### config.mk
export PLATFORM = sky130hd
export DESIGN_NAME = uart_core_flat
export DESIGN_NICKNAME = d
export VERILOG_FILES = /design/src/rtl/uart_core_if.sv /design/src/rtl/uart_core.sv /design/src/flat_wrapper.sv
export SDC_FILE = /design/constraint.sdc
export NUM_CORES = 1
export LEC_CHECK = 0
export ABC_AREA = 1
export CORE_MARGIN = 5
export CORE_UTILIZATION = 55
export CTS_BUF_LIST = sky130_fd_sc_hd__clkbuf_4
export CTS_CLUSTER_SIZE = 12
export DETAILED_ROUTE_END_ITERATION = 16
export GPL_ROUTABILITY_DRIVEN = 0
export PLACE_DENSITY = 0.83
export SLEW_MARGIN = 20
export SYNTH_ARGS = -nofsm -noshare
export SYNTH_HDL_FRONTEND = slang
export SYNTH_SLANG_ARGS = --single-unit
### constraint.sdc
create_clock -name clk -period 5.15 [get_ports clk]
set_clock_uncertainty 0.1 [all_clocks]
set_input_delay 1.545 -clock clk [delete_from_list [all_inputs] [get_ports clk]]
set_output_delay 1.545 -clock clk [all_outputs]
set_load 0.02 [all_outputs]
### src/rtl/uart_core_if.sv
// Register-file side of the UART: transmit request/status and received byte.
// The core takes the slave view; the bus-side register block takes master.
interface uart_core_if;
    logic [7:0] tx_data;
    logic       tx_en;
    logic       tx_status;
    logic [7:0] rx_data;
    logic       rx_status;

    modport master (
        output tx_data,
        output tx_en,
        input  tx_status,
        input  rx_data,
        input  rx_status
    );

    modport slave (
        input  tx_data,
        input  tx_en,
        output tx_status,
        output rx_data,
        output rx_status
    );
endinterface

### src/rtl/uart_core.sv
// 8N1 UART: free-running 16x tick enable, buffered transmitter and
// mid-bit oversampling receiver sharing one clock domain.
module uart_core #(
    parameter int CLKS_PER_TICK = 651
) (
    input  logic       clk,
    input  logic       reset,
    input  logic       rx,
    output logic       tx,
    output logic       baud_tick,
    uart_core_if.slave bus
);
    localparam int CW = (CLKS_PER_TICK > 1) ? $clog2(CLKS_PER_TICK) : 1;
    localparam logic [CW-1:0] CMAX = CW'(CLKS_PER_TICK - 1);

    typedef enum logic [2:0] {
        T_IDLE, T_WAIT, T_START, T_DATA, T_STOP
    } tx_state_t;

    typedef enum logic [1:0] {
        R_IDLE, R_START, R_DATA, R_STOP
    } rx_state_t;

    logic [CW-1:0] cnt;

    tx_state_t tx_state, tx_state_n;
    logic [3:0] tx_phase, tx_phase_n;
    logic [3:0] tx_bit, tx_bit_n;
    logic [7:0] tx_shift, tx_shift_n;
    logic       tx_n;
    logic       tx_last;

    rx_state_t rx_state, rx_state_n;
    logic [3:0] rx_phase, rx_phase_n;
    logic [3:0] rx_bit, rx_bit_n;
    logic [7:0] rx_shift, rx_shift_n;
    logic       rx_ferr, rx_ferr_n;
    logic [7:0] rx_data_q, rx_data_n;
    logic       rx_status_q, rx_status_n;
    logic       rx_meta, rx_sync, rx_prev;
    logic       rx_full;

    assign baud_tick = (cnt == CMAX);

    always_ff @(posedge clk) begin
        if (!reset) begin
            cnt <= '0;
        end else if (baud_tick) begin
            cnt <= '0;
        end else begin
            cnt <= cnt + 1'b1;
        end
    end

    // Transmitter
    assign tx_last = baud_tick && (tx_phase == 4'd15);
    assign bus.tx_status = (tx_state == T_IDLE);

    always_ff @(posedge clk) begin
        if (!reset) begin
            tx_state <= T_IDLE;
            tx_phase <= '0;
            tx_bit   <= '0;
            tx_shift <= '0;
            tx       <= 1'b1;
        end else begin
            tx_state <= tx_state_n;
            tx_phase <= tx_phase_n;
            tx_bit   <= tx_bit_n;
            tx_shift <= tx_shift_n;
            tx       <= tx_n;
        end
    end

    always_comb begin
        tx_state_n = tx_state;
        tx_phase_n = tx_phase;
        tx_bit_n   = tx_bit;
        tx_shift_n = tx_shift;
        tx_n       = tx;
        if (baud_tick) tx_phase_n = tx_phase + 4'd1;
        unique case (tx_state)
            T_IDLE: begin
                if (bus.tx_en) begin
                    tx_shift_n = bus.tx_data;
                    tx_state_n = T_WAIT;
                end
            end
            T_WAIT: begin
                if (baud_tick) begin
                    tx_state_n = T_START;
                    tx_phase_n = '0;
                    tx_n       = 1'b0;
                end
            end
            T_START: begin
                if (tx_last) begin
                    tx_state_n = T_DATA;
                    tx_bit_n   = '0;
                    tx_n       = tx_shift[0];
                    tx_shift_n = tx_shift >> 1;
                end
            end
            T_DATA: begin
                if (tx_last) begin
                    if (tx_bit == 4'd7) begin
                        tx_state_n = T_STOP;
                        tx_n       = 1'b1;
                    end else begin
                        tx_bit_n   = tx_bit + 4'd1;
                        tx_n       = tx_shift[0];
                        tx_shift_n = tx_shift >> 1;
                    end
                end
            end
            T_STOP: begin
                if (tx_last) tx_state_n = T_IDLE;
            end
            default: tx_state_n = T_IDLE;
        endcase
    end

    // Receiver; rx_prev tracks the synchronized line for start-edge detect
    assign rx_full = baud_tick && (rx_phase == 4'd15);
    assign bus.rx_data   = rx_data_q;
    assign bus.rx_status = rx_status_q;

    always_ff @(posedge clk) begin
        if (!reset) begin
            rx_meta     <= 1'b1;
            rx_sync     <= 1'b1;
            rx_prev     <= 1'b1;
            rx_state    <= R_IDLE;
            rx_phase    <= '0;
            rx_bit      <= '0;
            rx_shift    <= '0;
            rx_ferr     <= 1'b0;
            rx_data_q   <= '0;
            rx_status_q <= 1'b0;
        end else begin
            rx_meta     <= rx;
            rx_sync     <= rx_meta;
            rx_prev     <= rx_sync;
            rx_state    <= rx_state_n;
            rx_phase    <= rx_phase_n;
            rx_bit      <= rx_bit_n;
            rx_shift    <= rx_shift_n;
            rx_ferr     <= rx_ferr_n;
            rx_data_q   <= rx_data_n;
            rx_status_q <= rx_status_n;
        end
    end

    always_comb begin
        rx_state_n  = rx_state;
        rx_phase_n  = rx_phase;
        rx_bit_n    = rx_bit;
        rx_shift_n  = rx_shift;
        rx_ferr_n   = rx_ferr;
        rx_data_n   = rx_data_q;
        rx_status_n = 1'b0;
        if (baud_tick) rx_phase_n = rx_phase + 4'd1;
        unique case (rx_state)
            R_IDLE: begin
                if (rx_prev && !rx_sync) begin
                    rx_state_n = R_START;
                    rx_phase_n = '0;
                end
            end
            R_START: begin
                if (baud_tick && rx_phase == 4'd7) begin
                    if (!rx_sync) begin
                        rx_state_n = R_DATA;
                        rx_phase_n = '0;
                        rx_bit_n   = '0;
                    end else begin
                        rx_state_n = R_IDLE;
                    end
                end
            end
            R_DATA: begin
                if (rx_full) begin
                    rx_shift_n = {rx_sync, rx_shift[7:1]};
                    if (rx_bit == 4'd7) begin
                        rx_state_n = R_STOP;
                        rx_ferr_n  = 1'b0;
                    end else begin
                        rx_bit_n = rx_bit + 4'd1;
                    end
                end
            end
            R_STOP: begin
                // After a framing error, hold here until the line idles
                if (rx_ferr) begin
                    if (rx_sync) rx_state_n = R_IDLE;
                end else if (rx_full) begin
                    if (rx_sync) begin
                        rx_data_n   = rx_shift;
                        rx_status_n = 1'b1;
                        rx_state_n  = R_IDLE;
                    end else begin
                        rx_ferr_n = 1'b1;
                    end
                end
            end
            default: rx_state_n = R_IDLE;
        endcase
    end
endmodule

### src/flat_wrapper.sv
// flat-port wrapper written by rule: the top's interface ports become plain ports
module uart_core_flat 
#(
    parameter int CLKS_PER_TICK = 651
)
  (clk, reset, rx, tx, baud_tick, bus_tx_data, bus_tx_en, bus_tx_status, bus_rx_data, bus_rx_status);
  uart_core_if bus_i ();
  input  logic clk;
  input  logic reset;
  input  logic rx;
  output logic tx;
  output logic baud_tick;
  input wire logic [$bits(bus_i.tx_data)-1:0] bus_tx_data;
  input wire logic [$bits(bus_i.tx_en)-1:0] bus_tx_en;
  output wire logic [$bits(bus_i.tx_status)-1:0] bus_tx_status;
  output wire logic [$bits(bus_i.rx_data)-1:0] bus_rx_data;
  output wire logic [$bits(bus_i.rx_status)-1:0] bus_rx_status;
  assign bus_i.tx_data = bus_tx_data;
  assign bus_i.tx_en = bus_tx_en;
  assign bus_tx_status = bus_i.tx_status;
  assign bus_rx_data = bus_i.rx_data;
  assign bus_rx_status = bus_i.rx_status;
  uart_core #(.CLKS_PER_TICK(CLKS_PER_TICK)) u_core (.clk(clk), .reset(reset), .rx(rx), .tx(tx), .baud_tick(baud_tick), .bus(bus_i));
endmodule
==> flow_metrics.py <==
metrics = {
    "finish": {
        "fill_cells": 469,
        "nNetsFinal": 433,
        "antennaDiodeCount": 0,
        "drive_gt1_frac": 0.0979,
        "multi_input_area_mm2": 0.00141,
        "areaGrowthSynthToFinish_pct": 13.5,
        "register_area_mm2": 0.00122,
    },
    "timing": {
        "worst_slew_pin_slew_ns": 0.664,
        "relSlewSlack": 0.557,
        "hold_violations": 0,
        "rsz0062_at_grt": "no",
        "setup_viol": 0,
        "finalCritPeriodShare": 0.767,
        "tns_ns": 0,
        "fin_crit_ns": 3.95,
        "max_freq_mhz": 253,
        "slew_viol_final": 0,
        "fin_ws_ns": 1.20,
    },
    "routing": {
        "drtIter0Drc": 147,
        "vias_per_cell": 5.24,
        "drt_wl_total_um": 5670,
        "drt-pass1-iter-count": 4,
        "ant_nets": 0,
        "wl_per_cell_um": 11.6,
        "vias": 2563,
        "drcViolationCount": 0,
    },
    "yosys": {
        "syn_avg_cell_area_um2": 7.32,
        "synth-main-ff-cell": "dfxtp_1",
        "muxShareOfSynthArea": 0.00352,
        "synth_area_leader_cell": "dfxtp_1",
        "synthCells": 388,
        "synthXorXnorAreaFrac": 0.0185,
        "seq_area_frac_synth": 0.430,
        "async_flop_share": 0,
        "synth_compound_area_frac": 0.128,
        "syn-cell-area_mm2": 0.00284,
        "synth-simple-area-share": 0.314,
        "post_synth_main_area_contributors": "dfxtp_1, nand2_1, a21oi_1",
        "synth_edf_count": 0,
        "synth_top_family_by_area": "simple AND/OR/NAND/NOR gates",
        "synth_cell_types": 35,
        "ys_warn_count": 0,
        "synth_fp_nets": 407,
        "synthAdderAreaFrac": 0.0308,
        "yosysTopAreaCellShare": 0.430,
        "ys_ff_latch": 61,
    },
    "global_routing": {
        "grtUsageMet3": 0.0471,
        "grt_pass1_vias": 2446,
        "grt_busiest_layer": "met2",
        "antenna_found_initial": 0,
        "grt_pass1_wl_um": 10100,
        "grt_start_max_net_pins": 27,
        "use_met1": 0.231,
        "grt_use_total": 0.192,
        "grt-ovfl-total": 0,
        "met2_usage": 0.315,
    },
    "power": {
        "p_per_area_mw_per_mm2": 348,
        "p_leak_nw": 1.28,
        "power_mw": 1.12,
        "vdd_ir_drop_max_mv": 0.214,
    },
    "critical_path": {
        "cp_top_family": "buffers and inverters",
        "slowest_stage": "clkdlybuf4s50_1",
        "crit_fanout": 11,
        "start_kind": "flip-flop",
        "crit_top_cell": "inv_1",
        "critPathLaunch": "u_core.cnt[0]$_SDFF_PP0_",
        "crit_path_end_kind": "primary output",
        "path_class": "reg -> out",
        "worst-path-buf-inv": 4,
        "rrSetupSlack_ns": 2.88,
        "rr_startpoint": "u_core.rx_phase[0]$_SDFF_PN0_",
        "crit_arrival_ns": 2.31,
        "path_cells": "inv_1, ha_1, inv_1, nor2_2, nand3_2, inv_4, clkdlybuf4s50_1",
        "max_stage_delay_ns": 0.62,
        "cp.required_ns": 3.51,
    },
    "cts": {
        "root_buffer": "clkbuf_4",
        "cts.sinks": 61,
        "clock_latency_ns": 0.40,
        "cts_resized": 0,
        "numCtsBuffers": 9,
        "hold_buffers": 0,
        "cts_tree": "done",
        "clockBufferDepth": 2,
        "clkTransAtPathRegs_ns": 0.10,
        "cts_setup_buffers": 0,
        "htree_levels": 3,
    },
    "die": {
        "chipWidth_um": 81.9,
        "dieArea_mm2": 0.00670,
        "initial_core_util": 0.560,
        "rows": 26,
        "core-area_mm2": 0.00507,
        "ios": 24,
        "dieHeight_um": 81.9,
    },
    "worst_hold_path": {
        "worstHoldStart": "u_core.rx_meta$_SDFF_PN1_",
        "worst_hold_path_type": "reg -> reg",
    },
    "outcome": {
        "status": "finished, final reports clean",
    },
    "placement": {
        "port_buffers": 23,
        "dp_slack_ns": 1.62,
        "dp_hpwl_um": 4060,
    },
    "run": {
        "maxCapViolCount": 0,
    },
}
==> area by class of cell <==
type / count / area share
multi-input combinational: 274 / 0.436
sequential: 61 / 0.379
timing repair buffer: 24 / 0.0737
inverter: 44 / 0.0520
tap: 70 / 0.0272
clock buffer: 10 / 0.0233
clock inverter: 6 / 0.00931
==> through the flow <==
step | util | instances | hold WS (ns) | cell area (um^2)
after floorplan | - | 388 | 0.293 | 2840
after global placement | 0.615 | 473 | 0.293 | 3120
after detailed placement | 0.615 | 473 | 0.307 | 3120
after CTS | 0.636 | 489 | 0.329 | 3230
after global routing | 0.636 | 489 | 0.353 | 3230
final | 0.636 | 489 | 0.324 | 3230
==> layer usage <==
metal	vias up	part of all wire
li1	1334	-
met1	1163	0.46
met2	57	0.48
met3	9	0.049
met4	0	0.018
met5	-	0
==> cell families (layout without fill, tap and decap cells) <==
logic type | count (synthesis) | after routing
buffers and inverters | 53 | 84
adders and majority gates | 7 | 7
xor gates and xnor gates | 6 | 6
AOI/OAI and AO/OA | 68 | 68
muxes | 1 | 1
and+or+nand+nor | 192 | 192
DFF | 61 | 61
==> power by group <==
part / internal [mW] / total (mW) / switching (mW)
sequential: 0.508 / 0.536 / 0.0282
combinational: 0.111 / 0.322 / 0.211
clock: 0.0989 / 0.265 / 0.166
==> layout by cell type (no fill, tap or decap), types with 4 or more instances in the layout <==
master           instances
nand2_1                 78
nand4_1                 11
clkbuf_4                10
a21oi_1                 40
nor2_2                   4
inv_2                    5
clkdlybuf4s50_1         23
inv_1                   37
nand3_1                 27
o21ai_0                 22
dfxtp_1                 61
ha_1                     7
xor2_1                   6
nor3_1                   8
nor2_1                  45
==> final timing paths <==
path,end,depth (start not counted)
setup / recovery,baud_tick,7
hold / removal,u_core.rx_sync$_SDFF_PN1_,1
setup reg to reg,u_core.rx_bit[3]$_SDFFE_PN0P_,8
hold reg to reg,u_core.rx_sync$_SDFF_PN1_,1
==> Yosys cell counts (2+ instances only) <==
| master | number |
|---|---|
| a21oi_1 | 40 |
| clkbuf_1 | 6 |
| dfxtp_1 | 61 |
| ha_1 | 7 |
| inv_1 | 37 |
| inv_2 | 5 |
| nand2_1 | 78 |
| nand2_2 | 2 |
| nand3_1 | 27 |
| nand3_2 | 3 |
| nand4_1 | 11 |
| nor2_1 | 45 |
| nor2_2 | 4 |
| nor2_4 | 2 |
| nor3_1 | 8 |
| nor3_2 | 3 |
| nor3b_1 | 3 |
| o21ai_0 | 22 |
| or2_2 | 3 |
| xor2_1 | 6 |
==> sequential cells by signal, summed over array words and instances (netlist names), 2 cells and up, named ones only <==
signal / cells
u_core.tx_phase: 2
u_core.tx_bit: 4
u_core.cnt: 10
u_core.tx_state: 3
u_core.bus.rx_data: 8
u_core.rx_phase: 4
u_core.rx_bit: 4
u_core.rx_shift: 8
u_core.tx_shift: 8
Note: power is estimated with default switching activity, not from simulation.
